==> src/rtl/calc_pkg.sv <==
// calc_pkg: shared types and default timing for the stack calculator front end.
// Timing constants are also used by the board top and the benches.
package calc_pkg;

  typedef enum logic [1:0] {
    IDLE         = 2'd0,
    PRESS_WAIT   = 2'd1,
    PRESSED      = 2'd2,
    RELEASE_WAIT = 2'd3
  } kc_state_t;

  // Default timing at the board clock rate.
  localparam int KC_DEBOUNCE_CYCLES = 500000;
  localparam int KC_REPEAT_DELAY    = 25000000;
  localparam int KC_REPEAT_PERIOD   = 5000000;

endpackage : calc_pkg

==> src/rtl/sync_2ff.sv <==
// sync_2ff: two-flop synchroniser for asynchronous inputs, with a
// configurable reset value so idle levels are correct straight out of reset.
module sync_2ff #(
  parameter int                 WIDTH   = 1,
  parameter logic [WIDTH-1:0]   RST_VAL = '0
) (
  input  logic             clk,
  input  logic             rst,
  input  logic [WIDTH-1:0] d_in,
  output logic [WIDTH-1:0] q_out
);

  logic [WIDTH-1:0] meta_d, meta_q;
  logic [WIDTH-1:0] sync_d, sync_q;

  // Next-state: shift the raw input through the two stages.
  always_comb begin
    meta_d = d_in;
    sync_d = meta_q;
  end

  // Synchroniser flops, synchronous reset to the idle level.
  always_ff @(posedge clk) begin
    if (rst) begin
      meta_q <= RST_VAL;
      sync_q <= RST_VAL;
    end else begin
      meta_q <= meta_d;
      sync_q <= sync_d;
    end
  end

  assign q_out = sync_q;

endmodule : sync_2ff

==> src/rtl/key_conditioner.sv <==
// key_conditioner: synchronises and debounces the execute key, freezes the
// mode switches for the duration of a press and drives the control unit.
// Optional feature macro: AUTOREPEAT_EN (auto-repeat while the key is held).
//
// state        | meaning
// IDLE         | key released; mode tracks the switches
// PRESS_WAIT   | key seen low, waiting for it to stay low long enough
// PRESSED      | press accepted, ex_n low
// RELEASE_WAIT | key seen high, waiting for it to stay high long enough
module key_conditioner
  import calc_pkg::*;
#(
  parameter int DEBOUNCE_CYCLES = KC_DEBOUNCE_CYCLES,
  parameter int REPEAT_DELAY    = KC_REPEAT_DELAY,
  parameter int REPEAT_PERIOD   = KC_REPEAT_PERIOD
) (
  input  logic       clk,
  input  logic       rst,
  input  logic       key_raw_n,
  input  logic [1:0] sw_mode,
  output logic       ex_n,
  output logic [1:0] mode,
  output logic       ex_pulse,
  output logic       busy
);

  localparam int               CNT_W    = $clog2(DEBOUNCE_CYCLES);
  localparam logic [CNT_W-1:0] CNT_LAST = CNT_W'(DEBOUNCE_CYCLES - 1);

  // Catch nonsensical timing at elaboration rather than in the field.
  generate
    if (DEBOUNCE_CYCLES < 2 || REPEAT_PERIOD < 2 || REPEAT_DELAY < 1) begin : g_bad_timing
      $error("key_conditioner: timing parameters out of range");
    end
  endgenerate

  logic       key_s;
  logic [1:0] mode_s;

  sync_2ff #(
    .WIDTH   (1),
    .RST_VAL (1'b1)
  ) u_sync_key (
    .clk   (clk),
    .rst   (rst),
    .d_in  (key_raw_n),
    .q_out (key_s)
  );

  sync_2ff #(
    .WIDTH   (2),
    .RST_VAL (2'b00)
  ) u_sync_mode (
    .clk   (clk),
    .rst   (rst),
    .d_in  (sw_mode),
    .q_out (mode_s)
  );

  kc_state_t        state_d, state_q;
  logic [CNT_W-1:0] cnt_d, cnt_q;
  logic             ex_n_d, ex_n_q;
  logic [1:0]       mode_d, mode_q;
  logic             ex_pulse_d, ex_pulse_q;
  logic             busy_d, busy_q;

`ifdef AUTOREPEAT_EN
  localparam int RPT_MAX = (REPEAT_DELAY > REPEAT_PERIOD) ? REPEAT_DELAY : REPEAT_PERIOD;
  localparam int RCNT_W  = $clog2(RPT_MAX);
  localparam logic [RCNT_W-1:0] RPT_FIRST_LAST = RCNT_W'(REPEAT_DELAY - 1);
  localparam logic [RCNT_W-1:0] RPT_NEXT_LAST  = RCNT_W'(REPEAT_PERIOD - 1);

  logic [RCNT_W-1:0] rcnt_d, rcnt_q;
  logic              rpt_first_d, rpt_first_q;
`endif

  // Next-state logic for the debounce FSM, its counter and the registered outputs.
  always_comb begin
    state_d    = state_q;
    cnt_d      = cnt_q;
    ex_n_d     = ex_n_q;
    mode_d     = mode_q;
    ex_pulse_d = 1'b0;

    case (state_q)
      IDLE: begin
        if (!key_s) begin
          state_d = PRESS_WAIT;
          cnt_d   = '0;
        end else begin
          mode_d = mode_s;
        end
      end
      PRESS_WAIT: begin
        if (key_s) begin
          state_d = IDLE;
          cnt_d   = '0;
        end else if (cnt_q == CNT_LAST) begin
          state_d    = PRESSED;
          cnt_d      = '0;
          ex_n_d     = 1'b0;
          ex_pulse_d = 1'b1;
        end else begin
          cnt_d = cnt_q + 1'b1;
        end
      end
      PRESSED: begin
        if (key_s) begin
          state_d = RELEASE_WAIT;
          cnt_d   = '0;
        end
      end
      RELEASE_WAIT: begin
        if (!key_s) begin
          state_d = PRESSED;
          cnt_d   = '0;
        end else if (cnt_q == CNT_LAST) begin
          state_d = IDLE;
          cnt_d   = '0;
          ex_n_d  = 1'b1;
        end else begin
          cnt_d = cnt_q + 1'b1;
        end
      end
      default: begin
        state_d = IDLE;
        cnt_d   = '0;
        ex_n_d  = 1'b1;
      end
    endcase

`ifdef AUTOREPEAT_EN
    // Repeat schedule: it restarts only when a new press begins, and merely
    // pauses during RELEASE_WAIT so a release bounce does not push it back.
    rcnt_d      = rcnt_q;
    rpt_first_d = rpt_first_q;

    // The one-cycle high of a repeat always ends with a fresh falling edge.
    if (state_q == PRESSED && ex_n_q) begin
      ex_n_d     = 1'b0;
      ex_pulse_d = 1'b1;
    end

    case (state_q)
      IDLE, PRESS_WAIT: begin
        rcnt_d      = '0;
        rpt_first_d = 1'b1;
      end
      PRESSED: begin
        if (!key_s) begin
          if (rcnt_q == (rpt_first_q ? RPT_FIRST_LAST : RPT_NEXT_LAST)) begin
            ex_n_d      = 1'b1;
            rcnt_d      = '0;
            rpt_first_d = 1'b0;
          end else begin
            rcnt_d = rcnt_q + 1'b1;
          end
        end
      end
      default: begin
      end
    endcase
`endif

    busy_d = (state_d != IDLE);
  end

  // State and output registers, synchronous reset.
  always_ff @(posedge clk) begin
    if (rst) begin
      state_q    <= IDLE;
      cnt_q      <= '0;
      ex_n_q     <= 1'b1;
      mode_q     <= 2'b00;
      ex_pulse_q <= 1'b0;
      busy_q     <= 1'b0;
    end else begin
      state_q    <= state_d;
      cnt_q      <= cnt_d;
      ex_n_q     <= ex_n_d;
      mode_q     <= mode_d;
      ex_pulse_q <= ex_pulse_d;
      busy_q     <= busy_d;
    end
  end

`ifdef AUTOREPEAT_EN
  // Repeat counter registers.
  always_ff @(posedge clk) begin
    if (rst) begin
      rcnt_q      <= '0;
      rpt_first_q <= 1'b1;
    end else begin
      rcnt_q      <= rcnt_d;
      rpt_first_q <= rpt_first_d;
    end
  end
`endif

  assign ex_n     = ex_n_q;
  assign mode     = mode_q;
  assign ex_pulse = ex_pulse_q;
  assign busy     = busy_q;

endmodule : key_conditioner
==> config.mk <==
export PLATFORM = sky130hd
export DESIGN_NAME = key_conditioner
export DESIGN_NICKNAME = d
export VERILOG_FILES = /design/src/rtl/calc_pkg.sv /design/src/rtl/sync_2ff.sv /design/src/rtl/key_conditioner.sv
export SDC_FILE = /design/constraint.sdc
export NUM_CORES = 1
export LEC_CHECK = 0
export CAP_MARGIN = 20
export CORE_MARGIN = 2
export CORE_UTILIZATION = 45
export DETAILED_ROUTE_END_ITERATION = 16
export HOLD_SLACK_MARGIN = 0.1
export SLEW_MARGIN = 10
export SYNTH_ARGS = -nofsm -noshare
export SYNTH_HDL_FRONTEND = slang
export SYNTH_HIERARCHICAL = 1
export SYNTH_SLANG_ARGS = --single-unit
==> constraint.sdc <==
create_clock -name clk -period 2.5 [get_ports clk]
set_input_delay 0.5 -clock clk [delete_from_list [all_inputs] [get_ports clk]]
set_output_delay 0.5 -clock clk [all_outputs]
set_load 0.02 [all_outputs]
Word-level counts from Yosys, hierarchy flattened --
Index checks and enable logic that the tools add are counted.
Word-level totals: bits in registers 32, bits of input ports 5, output and inout port bits 5, logic and storage cells 48
Operators by class: add/subtract/negate cells 1, eq/ne operators 10, muxes and demuxes 19, bitwise gates (word level) 1, reduce and logical (&&, ||, !) cells 7
Operators by type and width (number):
- $mux W19 | 5
- $pmux W19 S4 | 1
- $add A19 B1 Y19 const B | 1
- $eq A19 B19 Y1 const B | 1
- $mux W2 | 6
- $ne A2 B2 Y1 const B | 4
- $pmux W2 S4 | 1
- $mux W1 | 5
- $reduce_and A5 Y1 | 1
- $eq A2 B2 Y1 const B | 2
- $ne A2 B1 Y1 const B | 2
- $reduce_and A2 Y1 | 2
- $reduce_bool A2 Y1 | 2
- $reduce_or A3 Y1 | 1
- $eq A2 B1 Y1 const B | 1
- $logic_not A2 Y1 | 1
- $pmux W1 S2 | 1
- $not A1 Y1 | 1

Longest topological paths before layout --
Gate-level depths: netlist of run 1.
depth after elaboration 5, depth in mapped cells 7, mapped depth without buffers 5

Modules after synthesis --
Netlist of run 1, hierarchy kept.
Modules (own cells, without submodules):
- key_conditioner | times used 1, cells each 156, area each 1445.1 µm², seq. area each 520.5 µm²
- sync_2ff (u_sync_mode) | times used 1, cells each 8, area each 105.1 µm², seq. area each 80.1 µm²
- sync_2ff (u_sync_key) | times used 1, cells each 4, area each 52.6 µm², seq. area each 40.0 µm²

Worst setup path before layout of run 1 --
OpenSTA, ideal clock, no wires.
path type register to register, from reg cnt_q[0], to reg cnt_q[16], library setup time 0.086 ns, arrival time 1.712 ns, required time 2.414 ns, setup slack 0.702 ns, cell stages (with the launch flop) 7, path buffers 1, period minus slack after synthesis 1.798 ns, path through dfxtp_1 ha_1 and4_1 buf_2 o211ai_4 or4_1 a221oi_2
Between the ends: longest elaborated chain between the ends 4, elaborated cells between the ends (all ways) 6, classes of those cells add/sub (1); eq/ne (1); mux (4)
Ends and longest elaborated chain:
- start: declaration | line key_conditioner.sv:61 | logic [CNT_W-1:0] cnt_d, cnt_q;
- start signal: assignment | line key_conditioner.sv:179 | cnt_q <= cnt_d;
- $add A19 B1 Y19 or $eq A19 B19 Y1 (tied branches)
- $mux W19 * | line key_conditioner.sv:98, key_conditioner.sv:117
- $mux W19, on equally long branches | line key_conditioner.sv:114, key_conditioner.sv:95
- $pmux W19 S4 * | line key_conditioner.sv:85 | case (state_q)
Mark *: on every way between the ends. The rest lies on a longest branch, timed or not. A chain may end at the register's enable or synchronous reset.

Final worst setup path of run 1 --
from reg cnt_q[0], to reg cnt_q[7]
Same word-level chain as after synthesis.

==> results of run 1 <==
## per-layer routing
layer	part of all wire [%]	track usage, %	routed length, um	vias to the layer above
met5	0	0	0	-
met2	47	30.7	1640	20
met1	48	24.1	1670	625
li1	-	-	-	670
met3	3.1	4.64	106	5
met4	1.4	8.42	47	0
## power groups by stage
stage	clock network [mW]	logic (mW)	registers, mW
floorplan	0	0.0317	0.531
global placement	0	0.0474	0.532
detailed placement	0	0.0490	0.532
CTS	0.411	0.0491	0.520
global route	0.437	0.0527	0.521
finish	0.397	0.0488	0.520
## placed cells by master (no fill, tap or decap), drive strengths merged, types with 6 or more instances in the layout
master and n:
or4 7, o211ai 6, inv 8, a21oi 7, clkdlybuf4s50 9, o31ai 7
a221oi 9, nor2 8, o21ai 6, dfxtp 32, nand2 11
## cell type report
cell class / instances / share of cell area, %
clock buffers: 5 / 2.08
clock inverters: 3 / 2.35
inverters: 8 / 1.66
multi-input cells: 118 / 48.6
flip-flops and latches: 32 / 35.5
well taps: 46 / 3.19
repair buffers: 13 / 6.65
## kinds of logic after synthesis
| group | synth area share [%] |
|---|---|
| fa+ha+maj | 0.781 |
| simple gates | 21.8 |
| flops | 40.0 |
| compound gates | 26.6 |
| xor+xnor | 4.37 |
| buf+inv | 5.23 |
| mux | 1.25 |
## worst paths after layout
kind,from,end,slack (ns),depth (start not counted)
worst max-delay path,cnt_q[0],cnt_q[7],0.50,6
worst min-delay path,u_sync_key/meta_q,u_sync_key/q_out,0.44,1
worst max register to register,cnt_q[0],cnt_q[7],0.50,6
worst min register to register,u_sync_key/meta_q,u_sync_key/q_out,0.44,1
## registers in the layout, summed over array words and instances, names as in the netlist
signal              count
u_sync_mode/q_out       2
cnt_q                  19
u_sync_mode/meta_q      2
state_q                 2
u_sync_key/q_out        1
ex_n                    1
busy                    1
mode                    2
ex_pulse                1
u_sync_key/meta_q       1
## cell usage after synthesis (all sizes together)
cell and instances:
a2111oi 1, a211oi 4, a21oi 7, a221oi 9, a31oi 1, a32oi 1
and2 2, and3 2, and4 2, and4b 1, buf 6, clkbuf 4
dfxtp 32, ha 1, inv 8, mux2i 2, nand2 11, nand3 5
nand4 2, nor2 8, nor2b 4, nor3 2, nor3b 1, nor4 2
nor4b 2, o2111ai 5, o211ai 6, o21ai 6, o221ai 1, o22ai 1
o31a 1, o31ai 7, o41ai 1, or2 4, or3 4, or4 7
xnor2 1, xor2 4
## worst register-to-register path: cells and delay by family, from the launching register on
kind / cells / cell delay (ns)
AO/OA/AOI/OAI: 2 / 0.32
adder cells (fa/ha/maj): 1 / 0.25
buffers and inverters: 1 / 0.24
flip-flops: 1 / 0.40
AND/OR/NAND/NOR: 2 / 0.65
==> results.ini, run 1 <==
[cells_and_area]
final_cells = 225
postLayoutCellArea_um2 = 1810
area_growth_pct = 12.7
n_antenna_cell = 0
drive_above_1_share_pct = 15.6
multi_input_area_um2 = 878
nNetsFinal = 184
seqCellArea_um2 = 641
post-route-util_pct = 53.3
nFillCells = 320

[logic_synthesis]
ys_ff_latch = 32
synth_warnings = 6
yosysTopAreaCell = dfxtp_1
synth_seq_area_share_pct = 40.0
synthDominantCellAreaShare_pct = 40.0
yosys-top-cells-area = dfxtp_1, a221oi_2, o31ai_1, or4_1, nand2_1
synth_area_um2 = 1600
syn_inst = 168
synth_cell_types = 50
avgSynthCellArea_um2 = 9.54
synth_fp_nets = 174

[clock_network]
insertion_delay_ns = 0.34
clock_path_buffers = 2
cts_tree = done
cts_resized = 0
hold_buffers = 0
htree_levels = 2
cts_buffers = 5
cts-root-buf = clkbuf_4
cts.sinks = 32
clk_pin_slew_worst_paths_ns = 0.11
post_cts_buffers = 0

[setup_path]
crit_path_end_kind = flip-flop
cp_top_family = simple AND/OR/NAND/NOR gates
criticalPathCategory = flip-flop to flip-flop
cp_slowest_stage_delay_ns = 0.40
critPathMaxFanout = 14
critPathBufInv = 1
start_kind = flip-flop
critPathArrivalTime_ns = 2.20
crit_required_ns = 2.71
crit_chain = ha_1 > and4_1 > nand2_1 > o21ai_2 > buf_4 > a221oi_1
cp_slowest_cell = dfxtp_1

[floorplan]
die_w_um = 63.7
start_util_pct = 47.3
core_area_um2 = 3390
ios = 10
rows = 21
dieArea_um2 = 4060
dieHeight_um = 63.7

[sta]
rsz0062_at_grt = no
hold_viol_final = 0
clock.fmax_ghz = 0.501
finClkSkew_ns = 0.00999
timing.final.crit_share_pct = 79.9
timing.hold.ws_ns = 0.443
setup_viol = 0
fin_crit_ns = 2.00
finalMaxSlewViolations = 0
tns_ns = 0
max_slew_margin_pct = 71.0
worst_pin_slew_ns = 0.434
finalWorstSetupSlack_ns = 0.502

[outcome]
status = finished clean

[power]
p_sw_share_pct = 23.1
total_power_mw = 0.966
p_int_mw = 0.743
power_leakage_nw = 0.546
seq_power_share_pct = 53.8
combPwrFrac_pct = 5.1
ir_drop_mv = 0.365
p_per_area_nw_per_um2 = 535
p_clk_share_pct = 41.1
switchingPower_mw = 0.223

[route]
drtIter0Drc = 90
drc = 0
wl_per_cell_um = 15.4
firstDrtPassIters = 4
drt_wl_total_um = 3470
drt-vias-per-instance = 5.87
antenna_left = 0
vias = 1320

[placement]
dpl_cell_area_um2 = 1730
dp_slack_ns = 0.535
dp.cells = 217
port_buffers = 9
place_congestion = 0.781
post-dp-hpwl_um = 2390

[hold_path]
min_path_type = flip-flop to flip-flop

[global_route]
antenna_found_initial = 0
grt_max_degree = 18
grt_pass1_wl_um = 6010
grt.total_usage_pct = 19.1
first_global_vias = 1269
grt_overflow = 0

[job]
max-cap-violations = 0

Power figures use the tool's default switching activity.
==> run 2, diff against run 1 <==
==> constraint.sdc (replaced) <==
create_clock -name clk -period 1.9 [get_ports clk]
set_input_delay 0.38 -clock clk [delete_from_list [all_inputs] [get_ports clk]]
set_output_delay 0.38 -clock clk [all_outputs]
set_load 0.02 [all_outputs]
==> run 2 against run 1 <==
Against the previous run:
- utilization rose by 2.4 points
- routed wire length fell by 1.6%
- total power rose by 20%
- clock power rose by 2%
- final cell count rose by 4.9%
- via count rose by 5.7%
- critical path type unchanged
- largest power group unchanged
==> results.ini, run 2 (synthesis results as in run 1) <==
[outcome]
status = finished clean

[clock_network]
clk_pin_slew_worst_paths_ns = 0.11  ; about the same
hold_buffers = 0  ; unchanged
cts_buffers = 5  ; unchanged
cts.sinks = 32  ; unchanged
clock_path_buffers = 2  ; unchanged
cts-root-buf = clkbuf_4
cts_tree = done
insertion_delay_ns = 0.34  ; about the same
htree_levels = 2  ; unchanged

[floorplan]
core_area_um2 = 3390  ; unchanged
dieArea_um2 = 4060  ; unchanged
dieHeight_um = 63.7  ; unchanged
rows = 21  ; unchanged
ios = 10  ; unchanged
start_util_pct = 47.3  ; unchanged
die_w_um = 63.7  ; unchanged

[cells_and_area]
nFillCells = 323  ; +0.94%
area_growth_pct = 17.8
multi_input_area_um2 = 883  ; +0.57%
final_common_cell = dfxtp_1
seqCellArea_um2 = 641  ; unchanged
n_antenna_cell = 0  ; unchanged
top_register = cnt_q
nNetsFinal = 195  ; +6.0%
drive_above_1_share_pct = 21.6  ; +5.9 points
final_cells = 236  ; +4.9%
layout_common_cells = dfxtp_1, buf_4, nand2_1, clkdlybuf4s50_1, inv_1
largest_reg_flops = 19  ; unchanged

[sta]
max_slew_margin_pct = 69.5  ; -1.4 points
timing.hold.ws_ns = 0.417  ; -0.0259 ns
hold_viol_final = 0  ; unchanged
rsz0062_at_grt = no
finalMaxSlewViolations = 0  ; unchanged
setup_viol = 0  ; unchanged
tns_ns = 0  ; unchanged
fin_crit_ns = 1.77  ; -0.225 ns
finClkSkew_ns = 0.00868  ; -0.00130 ns
worst_pin_slew_ns = 0.456  ; +0.0223 ns
clock.fmax_ghz = 0.564  ; +13%
timing.final.crit_share_pct = 93.3  ; +13 points

[setup_path]
crit_chain = ha_1 > and4_4 > o211ai_4 > or4_1 > a221oi_2
cp_top_family = simple AND/OR/NAND/NOR gates
critPathArrivalTime_ns = 2.04  ; -0.16 ns
critPathMaxFanout = 8  ; -6
cp_slowest_stage_delay_ns = 0.51  ; +0.11 ns
crit_required_ns = 2.17  ; -0.54 ns
cp-endpoint = cnt_q[18]
reg2regPathDepth = 5  ; -1
crit_path_end_kind = flip-flop
r2r_setup_slack_ns = 0.13  ; -0.37 ns
r2r_end = cnt_q[18]
start_kind = flip-flop
crit_path_start = cnt_q[1]
cp.depth = 5  ; -1
critPathBufInv = 0  ; -1
cp_slowest_cell = or4_1
reg2reg_from = cnt_q[1]
criticalPathCategory = flip-flop to flip-flop

[placement]
place_congestion = 0.854  ; +9.3%
dp.cells = 226  ; +4.1%
port_buffers = 9  ; unchanged
post-dp-hpwl_um = 2480  ; +3.8%

[global_route]
first_global_vias = 1320  ; +4.0%
grt_overflow = 0  ; unchanged
antenna_found_initial = 0  ; unchanged
grt.total_usage_pct = 18.9  ; -0.19 points
grt_pass1_wl_um = 6020  ; +0.23%
grt_max_degree = 15  ; -3

[route]
drt-vias-per-instance = 5.91  ; +0.76%
drc = 0  ; unchanged
wl_per_cell_um = 14.5  ; -6.1%
drtIter0Drc = 134  ; +49%
antenna_left = 0  ; unchanged
drt_wl_total_um = 3410  ; -1.6%
firstDrtPassIters = 4  ; unchanged
vias = 1395  ; +5.7%

[hold_path]
whs_path_depth = 1  ; unchanged
min_path_type = flip-flop to flip-flop

[power]
p_per_area_nw_per_um2 = 612  ; +14%
ir_drop_mv = 0.382  ; +4.8%
power_leakage_nw = 0.610  ; +12%

[job]
max-cap-violations = 0  ; unchanged

run 2: cell types whose count changed in the layout (fill, tap and decap cells not counted):
cell,change
and4_4,+1
buf_4,+10
bufinv_16,-1
and4_1,-1
clkinv_4,+1
buf_12,+1
nand2_1,-1
clkinv_2,-1
nand2_2,+1
clkinvlp_4,+1
run 2: repair_timing:
| item | 4_1_cts | 5_1_grt |
|---|---|---|
| setup endpoints to repair | 0 | 7 |
| gates resized for setup | 0 | 3 |
| setup buffers | 0 | 2 |
run 2: final cells by class:
| type | instances | share of cell area [%] |
|---|---|---|
| inverters | 8 | 1.59 |
| multi-input cells | 118 | 46.8 |
| clock inverters | 3 | 1.26 |
| repair buffers | 24 | 11.4 |
| flip-flops and latches | 32 | 33.9 |
| clock buffers | 5 | 1.99 |
| well taps | 46 | 3.05 |
run 2: worst min path at each step:
stage | from | to | slack (ns)
floorplan | u_sync_key/meta_q | u_sync_key/q_out | 0.38
global placement | u_sync_key/meta_q | u_sync_key/q_out | 0.39
detailed placement | u_sync_key/meta_q | u_sync_key/q_out | 0.39
CTS | u_sync_key/meta_q | u_sync_key/q_out | 0.42
global route | u_sync_key/meta_q | u_sync_key/q_out | 0.44
finish | u_sync_key/meta_q | u_sync_key/q_out | 0.42
run 2: power breakdown:
group	internal (mW)	switching (mW)
sequential	0.679	0.00562
combinational	0.0290	0.0381
clock	0.145	0.258
run 2: metal layers:
metal / global-route usage [%] / up-vias / wire length [um]
li1: - / 694 / -
met1: 23.8 / 653 / 1550
met2: 30.7 / 41 / 1600
met4: 5.71 / 0 / 51
met3: 6.07 / 7 / 218
met5: 0 / - / 0
run 2: worst reg2reg max path, stage by stage, from the launching register on:
cell and delay (ns):
dfxtp_1 0.38, ha_1 0.18, and4_4 0.28, o211ai_4 0.12, or4_1 0.51, a221oi_2 0.24
run 2: through the flow:
stage,setup WS (ns),instance area [um2],utilization [%],power (mW)
after CTS,0.0201,1870,55.1,1.17
after detailed placement,0.0463,1810,53.3,0.767
final,0.127,1890,55.7,1.16
after floorplan,0.102,1600,-,0.740
after global routing,0.000319,1890,55.7,1.21
after global placement,0.115,1810,53.3,0.766
